### src/rtl/opo_package.sv
// Shared types and constants for the LIA output path: word width, EMA low-pass
// sequencer states and a generic signed saturation helper.
package opo_package;

   localparam int word_width      = 16;
   localparam int lpf_shift_width = 5;

   typedef enum logic [1:0] {
      LPF_IDLE = 2'd0,
      LPF_RUN  = 2'd1,
      LPF_DONE = 2'd2
   } lpf_seq_state_t;

   // Clamp a 64-bit signed value to the range of a w-bit signed word.
   function automatic logic signed [63:0] lpf_saturate(input logic signed [63:0] v,
                                                       input int unsigned w);
      logic signed [63:0] hi;
      logic signed [63:0] lo;
      logic signed [63:0] r;
      hi = (64'sd1 <<< (w - 1)) - 64'sd1;
      lo = -(64'sd1 <<< (w - 1));
      if (v > hi) begin
         r = hi;
      end else if (v < lo) begin
         r = lo;
      end else begin
         r = v;
      end
      return r;
   endfunction

endpackage

### src/rtl/lpf_ema_update.sv
// One EMA step y + ((x - y) >>> k), saturated to the state width; a disabled
// stage simply adopts its input so re-enabling it is bumpless.
module lpf_ema_update
   import opo_package::*;
#(
   parameter int state_width = 25,
   parameter int shift_width = 5
) (
   input  logic [state_width-1:0] y_i,
   input  logic [state_width-1:0] x_i,
   input  logic [shift_width-1:0] k_i,
   input  logic                   en_i,
   output logic [state_width-1:0] y_next_o
);

   logic signed [state_width:0] diff;
   logic signed [state_width:0] step;
   logic signed [63:0]          sum;
   logic signed [63:0]          sum_sat;
   logic                        unused_sat_hi;

   always_comb begin
      diff    = $signed({x_i[state_width-1], x_i}) - $signed({y_i[state_width-1], y_i});
      step    = diff >>> k_i;
      sum     = {{(63 - state_width){step[state_width]}}, step}
              + {{(64 - state_width){y_i[state_width-1]}}, y_i};
      sum_sat = lpf_saturate(sum, state_width);
      y_next_o = en_i ? sum_sat[state_width-1:0] : x_i;
   end

   assign unused_sat_hi = ^sum_sat[63:state_width];

endmodule

### src/rtl/cascade_ema_low_pass_filter.sv
// Cascade of first-order EMA stages sharing one update datapath, sequenced one
// stage per cycle. Define LPF_ROUND_OUTPUT_EN for round-half-up output scaling.
module cascade_ema_low_pass_filter
   import opo_package::*;
#(
   parameter int num_stages  = 4,
   parameter int guard_bits  = 8,
   parameter int shift_width = lpf_shift_width
) (
   input  logic                              clk,
   input  logic                              rst,
   input  logic [num_stages-1:0]             stage_enable,
   input  logic [num_stages*shift_width-1:0] stage_shift,
   input  logic                              filter_clear,
   input  logic [word_width-1:0]             sample_in,
   input  logic                              sample_in_valid,
   output logic                              sample_in_ready,
   output logic [word_width-1:0]             sample_out,
   output logic                              sample_out_valid,
   output logic                              overrun
);

   localparam int SW   = word_width + guard_bits + 1;
   localparam int IdxW = (num_stages > 1) ? $clog2(num_stages) : 1;
   localparam logic [IdxW-1:0] LastIdx = IdxW'(num_stages - 1);

   generate
      if (num_stages < 1 || num_stages > 16) begin : g_bad_cfg
         $error("num_stages must be in the range 1..16");
      end
   endgenerate

   lpf_seq_state_t                    state_q, state_d;
   logic [IdxW-1:0]                   idx_q, idx_d;
   logic [word_width-1:0]             sample_q, sample_d;
   logic [num_stages-1:0]             en_snap_q, en_snap_d;
   logic [num_stages*shift_width-1:0] shift_snap_q, shift_snap_d;
   logic [word_width-1:0]             out_q, out_d;
   logic                              out_valid_q, out_valid_d;
   logic                              overrun_q, overrun_d;
   logic signed [SW-1:0]              y_q [num_stages];

   logic [shift_width-1:0]            shift_field [num_stages];
   logic [IdxW-1:0]                   idx_prev;
   logic signed [SW-1:0]              x0;
   logic signed [SW-1:0]              stage_x;
   logic [SW-1:0]                     y_upd;
   logic signed [SW-1:0]              y_last;
   logic signed [63:0]                y_ext;
   logic signed [63:0]                y_scaled;
   logic signed [63:0]                y_sat;
   logic [word_width-1:0]             out_sat;
   logic                              unused_out_hi;

   genvar gi;
   generate
      for (gi = 0; gi < num_stages; gi++) begin : g_shift_field
         assign shift_field[gi] = shift_snap_q[gi*shift_width +: shift_width];
      end
   endgenerate

   // Stage 0 sees the latched sample in state scaling; later stages see the
   // value their predecessor wrote on the previous cycle.
   always_comb begin
      x0       = {{(SW - word_width){sample_q[word_width-1]}}, sample_q} <<< guard_bits;
      idx_prev = idx_q - 1'b1;
      stage_x  = (idx_q == '0) ? x0 : y_q[idx_prev];
   end

   lpf_ema_update #(
      .state_width (SW),
      .shift_width (shift_width)
   ) u_update (
      .y_i      (y_q[idx_q]),
      .x_i      (stage_x),
      .k_i      (shift_field[idx_q]),
      .en_i     (en_snap_q[idx_q]),
      .y_next_o (y_upd)
   );

`ifdef LPF_ROUND_OUTPUT_EN
   localparam logic signed [63:0] RoundBias =
      (guard_bits > 0) ? (64'sd1 <<< (guard_bits - 1)) : 64'sd0;
`endif

   always_comb begin
      y_last = y_q[num_stages-1];
      y_ext  = {{(64 - SW){y_last[SW-1]}}, y_last};
`ifdef LPF_ROUND_OUTPUT_EN
      y_scaled = (y_ext + RoundBias) >>> guard_bits;
`else
      y_scaled = y_ext >>> guard_bits;
`endif
      y_sat   = lpf_saturate(y_scaled, word_width);
      out_sat = y_sat[word_width-1:0];
   end

   assign unused_out_hi = ^y_sat[63:word_width];

   always_comb begin
      state_d      = state_q;
      idx_d        = idx_q;
      sample_d     = sample_q;
      en_snap_d    = en_snap_q;
      shift_snap_d = shift_snap_q;
      out_d        = out_q;
      out_valid_d  = 1'b0;
      overrun_d    = overrun_q;

      if (sample_in_valid && state_q != LPF_IDLE) begin
         overrun_d = 1'b1;
      end

      case (state_q)
         LPF_IDLE: begin
            if (sample_in_valid) begin
               sample_d     = sample_in;
               en_snap_d    = stage_enable;
               shift_snap_d = stage_shift;
               idx_d        = '0;
               state_d      = LPF_RUN;
            end
         end
         LPF_RUN: begin
            if (idx_q == LastIdx) begin
               state_d = LPF_DONE;
            end else begin
               idx_d = idx_q + 1'b1;
            end
         end
         LPF_DONE: begin
            out_d       = out_sat;
            out_valid_d = 1'b1;
            state_d     = LPF_IDLE;
         end
         default: state_d = LPF_IDLE;
      endcase

      // Clear outranks acceptance, sequencing and the output pulse.
      if (filter_clear) begin
         state_d     = LPF_IDLE;
         idx_d       = '0;
         out_valid_d = 1'b0;
         overrun_d   = 1'b0;
      end
   end

   always_ff @(posedge clk or negedge rst) begin
      if (!rst) begin
         state_q      <= LPF_IDLE;
         idx_q        <= '0;
         sample_q     <= '0;
         en_snap_q    <= '0;
         shift_snap_q <= '0;
         out_q        <= '0;
         out_valid_q  <= 1'b0;
         overrun_q    <= 1'b0;
      end else begin
         state_q      <= state_d;
         idx_q        <= idx_d;
         sample_q     <= sample_d;
         en_snap_q    <= en_snap_d;
         shift_snap_q <= shift_snap_d;
         out_q        <= out_d;
         out_valid_q  <= out_valid_d;
         overrun_q    <= overrun_d;
      end
   end

   always_ff @(posedge clk or negedge rst) begin
      if (!rst) begin
         for (int i = 0; i < num_stages; i++) begin
            y_q[i] <= '0;
         end
      end else if (filter_clear) begin
         for (int i = 0; i < num_stages; i++) begin
            y_q[i] <= '0;
         end
      end else if (state_q == LPF_RUN) begin
         y_q[idx_q] <= y_upd;
      end
   end

   assign sample_in_ready  = (state_q == LPF_IDLE);
   assign sample_out       = out_q;
   assign sample_out_valid = out_valid_q;
   assign overrun          = overrun_q;

endmodule

### config.mk
export PLATFORM = sky130hd
export DESIGN_NAME = cascade_ema_low_pass_filter
export DESIGN_NICKNAME = d
export VERILOG_FILES = /design/src/rtl/opo_package.sv /design/src/rtl/lpf_ema_update.sv /design/src/rtl/cascade_ema_low_pass_filter.sv
export SDC_FILE = /design/constraint.sdc
export NUM_CORES = 1
export LEC_CHECK = 0
export CAP_MARGIN = 30
export CORE_MARGIN = 1.5
export CORE_UTILIZATION = 58
export CTS_CLUSTER_DIAMETER = 80
export DETAILED_ROUTE_END_ITERATION = 16
export GPL_ROUTABILITY_DRIVEN = 1
export GPL_TIMING_DRIVEN = 0
export HOLD_SLACK_MARGIN = 0.1
export PLACE_DENSITY_LB_ADDON = 0.2
export SYNTH_ARGS = -nofsm -noshare
export SYNTH_HDL_FRONTEND = slang
export SYNTH_SLANG_ARGS = --single-unit
### constraint.sdc
create_clock -name clk -period 16.64 [get_ports clk]
set_clock_uncertainty 0.05 [all_clocks]
set_input_delay 3.328 -clock clk [delete_from_list [all_inputs] [get_ports clk]]
set_output_delay 3.328 -clock clk [all_outputs]
set_load 0.01 [all_outputs]
# Word-level counts from Yosys, hierarchy flattened

Index checks and enable logic that the tools add are counted.

Word-level logic and storage cells: 78
Bits of input ports: 44
Output and inout bits: 19
Flip-flop bits (word level): 162

Add/subtract/negate cells: 4
Shift operators: 1
Eq/ne operators: 6
Bitwise operators: 2
Reduce and logical (&&, ||, !) cells: 11
Order comparisons: 8
Muxes and demuxes: 34

Operators with widths:

| kind                 | count |
|---|---|
| $mux 25              | 9 |
| $mux 100             | 2 |
| $bmux 25 s2          | 2 |
| $bwmux 100           | 1 |
| $demux 25 s2         | 1 |
| $mux 16              | 2 |
| $add 26x25->27       | 1 |
| $gt 27x25->1 const B | 1 |
| $lt 27x25->1 const B | 1 |
| $sshr 26x5->26       | 1 |
| $sub 25x25->26       | 1 |
| $gt 17x16->1 const B | 1 |
| $lt 17x16->1 const B | 1 |
| $mux 2               | 6 |
| $bmux 5 s2           | 1 |
| $mux 5               | 2 |
| $ne 3x3->1 const B   | 3 |
| $pmux 2 s2           | 2 |
| $ge 3x3->1 const B   | 2 |
| $not 2->3            | 2 |
| $reduce_bool 2->1    | 3 |
| $mux 1               | 5 |
| $eq 2x2->1 const B   | 2 |
| $logic_not 2->1      | 2 |
| 10 further kinds     | 12 |

# Logic depth before layout (Yosys ltp)

Gate-level depths: netlist of the first run.

Depth after elaboration: 16
Mapped depth: 33
Depth with buffers taken out: 27

# Hierarchy

Synthesis of the first run repeated with hierarchy kept, for this count alone.

Cells, all modules: 1,546
Area, all modules: 13,543.0 um^2

By module, submodules not included:

| module                      | area an instance (um^2) | instances | cells each |
|---|---|---|---|
| cascade_ema_low_pass_filter | 8,204.1                 | 1         | 747 |
| lpf_ema_update              | 5,338.9                 | 1         | 799 |

# Least setup slack after synthesis of the first run

Ideal clock, no wire load.

Kind: register to register
From: reg idx_q[1]
To: reg y_q (netlist bit y_last[2])
Stages on the path, launching flop included: 33
Setup slack: 8,283 ps
Arrival time: 8,186 ps
Path through: dfrtp_1 buf_2 buf_2 buf_1 inv_1 ha_1 clkbuf_1 buf_2 mux4_2 mux2_2 ha_1 a21oi_1 o21ai_1 a22oi_1 o21ai_1 a221oi_2 mux2i_1 mux2i_1 o22ai_1 o22ai_1 ha_1 inv_1 fa_1 and2b_1 o2111ai_1 a311oi_2 o31ai_1 o41ai_2 xor2_1 a22o_2 buf_6 a221o_1 a22o_1

Word-level cells in the longest chain between the ends: 16
Elaborated cells on any way between the ends: 32

Ends and longest elaborated chain:

| element                                     | line                               | source |
|---|---|---|
| start, declared                             | cascade_ema_low_pass_filter.sv:34  | `logic [IdxW-1:0] idx_q, idx_d;` |
| start signal, assigned                      | cascade_ema_low_pass_filter.sv:160 | `idx_q <= idx_d;` |
| $sub 2x1->2                                 | cascade_ema_low_pass_filter.sv:66  | `idx_prev = idx_q - 1'b1;` |
| $not 2->3 (implied by the code)             | cascade_ema_low_pass_filter.sv:67  | `stage_x = (idx_q == '0) ? x0 : y_q[idx_prev];` |
| $bmux 25 s2                                 | cascade_ema_low_pass_filter.sv:67  |  |
| $mux 25 (implied by the code) (2 in series) | cascade_ema_low_pass_filter.sv:67  |  |
| $mux 25                                     | cascade_ema_low_pass_filter.sv:67  |  |
| $sub 25x25->26                              | lpf_ema_update.sv:23               | `diff = $signed({x_i[state_width-1], x_i}) - $signed({y_i[state_width-1], y_i});` |
| $sshr 26x5->26                              | lpf_ema_update.sv:24               | `step = diff >>> k_i;` |
| $add 26x25->27                              | lpf_ema_update.sv:26               | `+ {{(64 - state_width){y_i[state_width-1]}}, y_i};` |
| $lt 27x25->1                                | opo_package.sv:24                  | `end else if (v < lo) begin` |
| $mux 25                                     | opo_package.sv:24                  |  |
| $mux 25                                     | opo_package.sv:22                  | `if (v > hi) begin` |
| $mux 25                                     | lpf_ema_update.sv:28               | `y_next_o = en_i ? sum_sat[state_width-1:0] : x_i;` |
| $bwmux 100 *                                | cascade_ema_low_pass_filter.sv:180 | `y_q[idx_q] <= y_upd;` |
| $mux 100 *                                  | cascade_ema_low_pass_filter.sv:179 | `end else if (state_q == LPF_RUN) begin` |
| $mux 100 *                                  | cascade_ema_low_pass_filter.sv:175 | `end else if (filter_clear) begin` |
| end signal, assigned by index               | cascade_ema_low_pass_filter.sv:180 |  |
| end, declared                               | cascade_ema_low_pass_filter.sv:41  | `logic signed [SW-1:0] y_q [num_stages];` |

Mark *: on every way between the ends. The rest lies on a longest branch, timed or not. The select of a mux whose other input is x is not followed.
A chain may end at the register's enable or synchronous reset.

# Final worst setup path of the first run

From: reg idx_q[1]
To: reg y_q[72] (netlist name)

Same word-level chain as after synthesis.

==> flow_results.org, run 1 <==
** Outcome
- The flow ran to the end, and the final reports show no timing, DRC or antenna violations.

** Global routing
- Largest net degree at the start of global routing :: 108
- Antenna violations before repair :: 0
- In the global route stage, overall resource usage came out at 39.9%.
- The first global-routing pass estimated 67.6 mm of wire.
- GRT Residual Overflow :: 0
- Number of global-route vias before repair :: 11,436

** Floorplan
- Vertical die dimension :: 151 um
- In this run the horizontal extent of the chip is about 150 um.
- Die area :: 0.0229 mm^2
- Core ar. :: 0.0217 mm^2
- In this run the count of I/O pins placed on the die edge is 63.
- The floorplan has 54 rows.
- The initial utilization of the core area, before any placement, comes to just under 60%.

** Pwr
- Power Dens Cells :: 158 mW/mm^2
- Total design power :: approximately 2300 uW
- Peak supply drop :: 87.8 uV
- Cell internal power was estimated by the tool at roughly 1100 uW.
- Switching power of the nets :: 1130 uW
- Flop pwr share :: 20.0%
- In this run the static leakage power is between 0.005 and 0.006 uW.
- The share of total power dissipated in combinational logic is 62.0%.
- Clock power share :: 17.9%
- Sw Share :: 50.0%

** Logic synthesis
- The synthesized netlist devotes 2.75% of its cell area to XOR and XNOR gates.
- After Yosys synthesis, full adders, half adders and majority gates account for 5.71% of the synthesized area.
- Asr flop ratio synth :: 100%
- The most used flip-flop cell after synthesis is sky130_fd_sc_hd__dfrtp_1.
- Synthesis inferred 162 register bits.
- After synthesis, the share of cell area in mux cells is 18.3%.
- Summed instance area of the synthesized netlist :: 0.0127 mm^2
- Compound-cell area share of the yosys netlist :: a little under a quarter
- The synthesized netlist devotes 13.5% of its cell area to simple gates.
- Library cells used by synthesis :: 79
- Avg Synthesized Cell Area :: 9.30 um^2
- Combinational family with the most area after synthesis :: compound AO/OA/AOI/OAI gates
- Yosys printed 0 warnings.
- When the netlist entered floorplanning its net count stood at 1,471.
- Post-synthesis cell count :: 1,370
- Sequential fraction of the synthesis area :: 31.8%
- In this run, synthesis inferred 0 flip-flops with an integrated enable.

** Timing
- Actual slew at the worst max-slew pin :: just over 1 ns
- Slew margin rel. :: 31.2%
- F_max :: 86.0 MHz
- Fin. max-slew vios :: 0
- Count of final hold-check violations :: 0
- Summed over all failing endpoints, the final setup total negative slack is 0 ns.
- Number of setup violations in the final report :: 0
- Setup repair after global routing left no endpoint under its margin.
- Final critical-path share of the clock period :: 69.9%
- Final critical path time including I/O delays and setup :: roughly 12 ns

** Placement
- Detailed Place HPWL :: between 30 and 40 mm
- The placed instances occupy a cell area of between 0.01 and 0.015 mm^2.
- Number of port buffers :: 61
- Gpl congestion :: 1.01

** Clock tree
- After clock tree synthesis, the clock-pin slew on the worst setup and hold paths is approximately 0.08 ns.
- TritonCTS created 17 clock buffers.
- In this run the post-CTS setup repair buffer count came out at 0.
- At the later pin of the worst-skew pair, clock insertion delay measures 0.45 ns.
- Clock tree synthesis found a total of 162 sinks.
- Number of levels in the clock H-tree :: 4
- In this run, post-CTS hold repair placed 0 buffers.
- The clock passes through at most 2 buffers.
- Clock tree from TritonCTS :: built
- Clock tree root buffer cell :: sky130_fd_sc_hd__clkbuf_16
- Gates resized during post-CTS repair numbered 0.

** Layout
- Once layout is done, the placed cells without fillers occupy between 0.01 and 0.015 mm^2.
- Fraction of final layout cells sized beyond drive strength 1 :: 14.2%
- After filler insertion, the fill cell instance count of the layout stands at between 1,500 and 2,000.
- Area growth syn-to-layout :: 12.5%
- At the end of the flow, the number of nets in the layout was 1,552.
- 0 antenna diodes ended up in the layout.

** Worst setup path
- In this run the worst path has a maximum fanout of 10.
- The largest individual stage delay along the critical path comes from the cell sky130_fd_sc_hd__buf_1.
- Capturing element type of the critical path :: flip-flop
- The worst register-to-register path begins at idx_q[1].
- The number of cells on the worst reg-to-reg path is 33.
- The endpoint identified for the worst register-to-register timing path is y_q[72].
- Worst path max stage delay :: 0.82 ns
- Critical Path Sink :: y_q[72]
- Path type of the worst setup path :: reg -> reg
- Required time at the worst-slack endpoint :: 16.90 ns
- Crit start category :: flip-flop
- Worst setup path startpoint :: idx_q[1]
- The setup check on the worst reg-to-reg path leaves a slack of 5.01 ns.
- By instance count, the cell type seen most on the critical path is sky130_fd_sc_hd__inv_1.
- Data on the critical path arrives at its endpoint at between 10 and 15 ns.

** Routing
- For this run, design rule violations remaining after detail routing come to 0.
- Iteration-0 DRC count of the detailed router :: between 1,000 and 1,500
- Routed wirelength normalized by instance count :: 25.4 um
- Vias :: 12,126
- In the routed layout, each cell is associated on average with a via count of a little under 7.
- Final WL :: between 40 and 50 mm
- Remaining number of nets flagged by the antenna check after routing :: 0
- Pre-Repair DR Iteration Count :: 5

** Min path
- Worst Hold Path Cells :: 2
- Min-Delay Path Class :: reg -> reg

** Run
- Maximum Capacitance Violations :: 0
==> state kept, by name, summed over array words and instances, names as in the netlist <==
| register | cells |
|---|---|
| sample_q | 16 |
| y_last | 25 |
| sample_out_valid | 1 |
| state_q | 2 |
| en_snap_q | 4 |
| overrun | 1 |
| sample_out | 16 |
| y_q | 75 |
| shift_snap_q | 20 |
| idx_q | 2 |
==> cell usage after synthesis (13+ instances only) <==
cell type,n,area share (%)
sky130_fd_sc_hd__a211oi_1,18,1.1
sky130_fd_sc_hd__a21oi_1,78,3.1
sky130_fd_sc_hd__a22o_1,45,3.1
sky130_fd_sc_hd__and2_1,13,0.64
sky130_fd_sc_hd__buf_2,15,0.59
sky130_fd_sc_hd__clkbuf_1,61,1.8
sky130_fd_sc_hd__dfrtp_1,162,32
sky130_fd_sc_hd__ha_1,55,5.4
sky130_fd_sc_hd__inv_1,41,1.2
sky130_fd_sc_hd__mux2_2,68,6.0
sky130_fd_sc_hd__mux2i_1,37,2.9
sky130_fd_sc_hd__mux4_2,52,9.2
sky130_fd_sc_hd__nand2_1,190,5.6
sky130_fd_sc_hd__nand2b_1,13,0.64
sky130_fd_sc_hd__nand3_1,20,0.79
sky130_fd_sc_hd__nor2_1,88,2.6
sky130_fd_sc_hd__nor3_1,27,1.1
sky130_fd_sc_hd__o211ai_1,14,0.82
sky130_fd_sc_hd__o21ai_0,85,3.3
sky130_fd_sc_hd__o21ai_1,51,2.0
sky130_fd_sc_hd__xnor2_1,24,1.6
sky130_fd_sc_hd__xor2_1,16,1.1
==> per-stage QoR <==
| step | hold slack (ns) | setup slack [ns] | cells | utilization, % |
|---|---|---|---|---|
| 5_1_grt | 0.466 | 4.64 | 1744 | 66.1 |
| 3_3_place_gp | 0.416 | 5.44 | 1711 | 63.2 |
| 3_5_place_dp | 0.419 | 5.35 | 1712 | 63.4 |
| 6_report | 0.435 | 5.01 | 1744 | 66.1 |
| 4_1_cts | 0.442 | 5.28 | 1744 | 66.1 |
| 2_1_floorplan | 0.411 | 8.28 | 1370 | - |
==> cells by family after synthesis <==
kind of cell / count (synthesis)
AO/OA/AOI/OAI: 430
buffers and inverters: 131
multiplexers: 158
flip-flops: 162
XOR/XNOR: 40
adder cells (fa/ha/maj): 57
AND/OR/NAND/NOR: 392
==> layer usage <==
| metal | vias to the layer above | wire, um | track usage, % |
|---|---|---|---|
| met1 | 5940 | 17600 | 53.7 |
| met3 | 151 | 3920 | 7.23 |
| met4 | 0 | 2070 | 17.6 |
| met2 | 726 | 20700 | 62.8 |
| met5 | - | 0 | 0 |
| li1 | 5309 | - | - |
==> cells in the final DEF, fill, tap and decap left out, types with 11 or more instances in the layout <==
master,Yosys,routed
sky130_fd_sc_hd__mux4_2,52,52
sky130_fd_sc_hd__o211ai_1,14,14
sky130_fd_sc_hd__clkbuf_1,61,62
sky130_fd_sc_hd__a221oi_2,11,11
sky130_fd_sc_hd__a22o_1,45,45
sky130_fd_sc_hd__nor2_1,88,88
sky130_fd_sc_hd__o21ai_0,85,85
sky130_fd_sc_hd__a21o_1,12,12
sky130_fd_sc_hd__xnor2_1,24,24
sky130_fd_sc_hd__nand2_1,190,190
sky130_fd_sc_hd__mux2i_1,37,37
sky130_fd_sc_hd__a21oi_1,78,78
sky130_fd_sc_hd__and2_1,13,13
sky130_fd_sc_hd__inv_1,41,41
sky130_fd_sc_hd__clkdlybuf4s50_1,0,60
sky130_fd_sc_hd__nor3_1,27,27
sky130_fd_sc_hd__dfrtp_1,162,162
sky130_fd_sc_hd__nand3_1,20,20
sky130_fd_sc_hd__o21a_1,12,12
sky130_fd_sc_hd__nand2b_1,13,13
sky130_fd_sc_hd__a211oi_1,18,18
sky130_fd_sc_hd__ha_1,55,55
sky130_fd_sc_hd__mux2_2,68,68
sky130_fd_sc_hd__clkbuf_16,0,17
sky130_fd_sc_hd__buf_2,15,15
sky130_fd_sc_hd__o21ai_1,51,51
sky130_fd_sc_hd__xor2_1,16,16
==> how the worst min path moves through the flow <==
stage,endpoint,slack (ns),startpoint
6_report,sample_out[12],0.44,sample_out[12]
5_1_grt,sample_out[9],0.47,sample_out[9]
4_1_cts,sample_out[12],0.44,sample_out[12]
3_5_place_dp,sample_out[7],0.42,sample_out[7]
3_3_place_gp,sample_out[14],0.42,sample_out[14]
2_1_floorplan,y_q[53],0.41,y_q[53]
==> final cells by class <==
| cell class | count | area, um^2 | area share, % |
|---|---|---|---|
| multi-input cells | 1077 | 8160 | 56.9 |
| flip-flops and latches | 162 | 4050 | 28.3 |
| repair buffers | 62 | 643 | 4.49 |
| clock buffers | 18 | 429 | 2.99 |
| plain buffers | 90 | 383 | 2.67 |
| well taps | 280 | 350 | 2.44 |
| clock inverters | 14 | 169 | 1.18 |
| inverters | 41 | 154 | 1.07 |
==> critical path: cells and delay by family (launching register included) <==
kind | cells | cell delay (ns)
mux | 3 | 1.08
simple gates | 3 | 0.75
xor+xnor | 2 | 0.43
buf+inv | 9 | 3.46
fa+ha+maj | 4 | 1.44
flops | 1 | 0.53
compound gates | 12 | 3.72
==> power groups by stage <==
stage                     sequential, uW  combinational [uW]  clock (uW)
after global routing                 457                1500         423
after floorplan                      450                 974           0
final                                455                1410         407
after detailed placement             460                1340           0
after CTS                            453                1350         408
after global placement               458                1340           0
Note: power is estimated with default switching activity, not from simulation.
==> inputs of run 2 (changes only) <==
CORE_UTILIZATION = 56   (was 58)
clock period = 9.59 ns   (was 16.64 ns; I/O delays follow)
==> run 2 against run 1 <==
Against the previous run:
- wire length fell by 2.9%
- sequential power grew 73%
- non-clock buffer count fell by 1
- critical path type unchanged
- utilization is 2.0 points lower
- sequential share of layout area is 0.16 points lower
==> flow_results.org, run 2 (synthesis results as in run 1) <==
** Outcome
- The run finished with clean final reports.

** Placement
- The detailed placer's ending HPWL was 33.0 mm (-2.2%).
- Number of port buffers :: 61 (unchanged)
- The minimum setup slack after placement was -1.52 ns (-6.88 ns).
- Gpl congestion :: 1.05 (+4.0%)

** Layout
- Relative to the synthesized area, the layout overhead comes to 13.2%.
- Fin util :: 64.1% (-2.0 points)
- Most frequent cells in the layout :: 190 x sky130_fd_sc_hd__nand2_1, 161 x sky130_fd_sc_hd__dfrtp_1, 88 x sky130_fd_sc_hd__nor2_1
- The number of flip-flops in the largest register came to 75 (unchanged).
- Most common cell after layout, fill and taps aside :: sky130_fd_sc_hd__nand2_1
- The filler cell count in the final layout is 1,869 (+7.0%).
- The register with the most flip-flops in the final layout is y_q.
- Fraction of final layout cells sized beyond drive strength 1 :: 15.2% (+0.97 points)
- The number of nets in the layout was 1,551 (-0.064%).
- Number of diodes added for antenna fixing :: 0 (unchanged)

** Worst setup path
- The worst setup path is captured at a flip-flop.
- Crit start category :: flip-flop
- Slowest stage cell on the critical path :: sky130_fd_sc_hd__a311oi_2
- Number of cells on the worst reg-to-reg path :: 30 (-9.1%)
- The peak fanout along the critical path was 10 (unchanged).
- Required time at the worst-slack endpoint :: 9.86 ns (-7.04 ns)
- Register-to-register path setup slack :: 0.17 ns (-4.84 ns)
- FF-to-FF Start :: idx_q[0]
- Worst reg2reg path endpoint :: y_q[92]
- The critical path is of the reg -> reg type.
- The most critical setup path has its startpoint at idx_q[0].
- Worst path max stage delay :: 0.46 ns (-0.36 ns)
- Arrival time at the worst endpoint :: 9.69 ns (-2.20 ns)

** Global routing
- The first-pass GRT wire length is 66.4 mm (-1.7%).
- Largest net degree at the start of global routing :: 107 (-0.93%)
- Antenna violations before repair :: 0 (unchanged)
- GRT Residual Overflow :: 0 (unchanged)
- All-layer global routing usage :: 36.6% (-3.3 points)
- Number of global-route vias before repair :: 11,528 (+0.80%)

** Clock tree
- Clock tree from TritonCTS :: built
- Clock slew at reported path FFs :: 0.07 ns (about the same)
- Clock insertion delay at the later pin of the skew report :: 0.44 ns (about the same)
- The number of CTS-inserted buffers is 17 (unchanged).
- The maximum buffer depth of the clock tree came to 2 (unchanged).
- Number of clock sinks :: 162 (unchanged)
- CTS placed an instance of sky130_fd_sc_hd__clkbuf_16 at the clock tree root.
- Number of levels in the clock H-tree :: 4 (unchanged)

** Routing
- The overall routed net length is 42.9 mm (-2.9%).
- Number of vias per cell :: 6.83 (-1.8%)
- Remaining number of nets flagged by the antenna check after routing :: 0 (unchanged)
- Final routed DRC violation total :: 0 (unchanged)
- The mean routed wirelength per cell came to 24.6 um (-3.2%).
- Pre-Repair DR Iteration Count :: 5 (unchanged)
- Iteration-0 DRC count of the detailed router :: 1,130 (-21%)
- The total via count after detailed routing is 11,936 (-1.6%).

** Pwr
- The areal power density over the cells came to 274 mW/mm^2 (+73%).
- The total design power is 3950 uW (+74%).
- P_leak :: 0.00584 uW (+0.63%)
- Peak supply drop :: 164 uV (+86%)

** Floorplan
- The effective utilization at floorplan came to 56.6% (-2.1 points).
- The number of rows created at floorplan was 55 (+1.9%).
- Die Width :: 154 um (+1.7%)
- Vertical die dimension :: 154 um (+1.7%)
- Number of top-level pins :: 63 (unchanged)
- The placeable core area came to 0.0225 mm^2 (+3.8%).
- Die area :: 0.0237 mm^2 (+3.5%)

** Timing
- Fin. max-slew vios :: 0 (unchanged)
- Final critical-path share of the clock period :: 98.2% (+28 points)
- Count of final hold-check violations :: 0 (unchanged)
- Hold slack :: 0.437 ns (+0.00138 ns)
- The sum of negative setup slack came to 0 ns (unchanged).
- The slew at the pin with the worst max-slew slack is 1.01 ns (-0.0215 ns).
- Slew margin rel. :: 32.7% (+1.4 points)
- Final critical path time including I/O delays and setup :: 9.42 ns (-2.21 ns)
- F_max :: 106 MHz (+23%)
- The setup slack after layout is 0.170 ns (-4.84 ns).
- Number of setup violations in the final report :: 0 (unchanged)

** Min path
- Min-Delay Path Class :: reg -> reg
- The worst hold path cell count is 2 (unchanged).
- Hold path startpoint :: sample_out[14]
- The path with the worst hold slack has its endpoint at sample_out[14].

** Run
- The number of max-cap violations was 0 (unchanged).
run 2: changes by cell type in the layout (fill, tap and decap cells not counted), sizes merged:
cell      before  now
clkinvlp       2    0
clkinv         4    6
buf           31   30
bufinv         1    2
clkbuf        79   78
run 2: worst max-delay path by stage:
stage | to | slack [ns] | cells after the start
global placement | y_q[98] | -1.55 | 31
CTS | y_q[92] | 0.06 | 31
floorplan | y_last[2] | 1.23 | 32
finish | y_q[92] | 0.17 | 30
global route | y_q[65] | -0.04 | 32
detailed placement | y_q[92] | -1.52 | 33
run 2: worst max-delay path: cells and delay by family (launching register included):
kind | cells | cell delay [ns]
AOI/OAI and AO/OA | 12 | 3.49
buffers and inverters | 7 | 2.08
adders and majority gates | 4 | 1.31
muxes | 3 | 1.04
and+or+nand+nor | 2 | 0.45
xor gates and xnor gates | 2 | 0.43
DFF | 1 | 0.41
run 2: layout make-up:
cell class | count | area, um^2 | share of cell area, %
buffer | 88 | 400 | 2.78
clock buffer | 17 | 425 | 2.95
clock inverter | 15 | 170 | 1.18
inverter | 41 | 154 | 1.07
multi-input combinational | 1077 | 8210 | 56.9
sequential | 162 | 4060 | 28.1
tap | 285 | 357 | 2.47
timing repair buffer | 63 | 651 | 4.51
run 2: power by group:
| group | total (uW) | internal (uW) | switching [uW] |
|---|---|---|---|
| logic | 2450 | 868 | 1590 |
| clock network | 703 | 392 | 311 |
| registers | 789 | 742 | 46.3 |
| total | 3950 | 2000 | 1940 |
run 2: per-stage QoR:
stage	cells	cell area [um^2]
6_report	1748	14400
5_1_grt	1748	14400
4_1_cts	1748	14400
3_5_place_dp	1717	13700
3_3_place_gp	1716	13700
2_1_floorplan	1370	12700
run 2: what timing repair did:
action                     CTS  global route
buffers inserted             0             1
gates resized for setup     14            14
gates cloned                 0             0
setup endpoints to repair  100            96
pin swaps                    0             1
hold buffers                 0             0
run 2: metal layers:
layer / part of all wire [%] / track usage (%) / vias up
met2: 46 / 57.8 / 715
met4: 4.6 / 16.7 / 0
li1: - / - / 5279
met3: 8.9 / 7.16 / 141
met5: 0 / 0 / -
met1: 41 / 48.9 / 5801
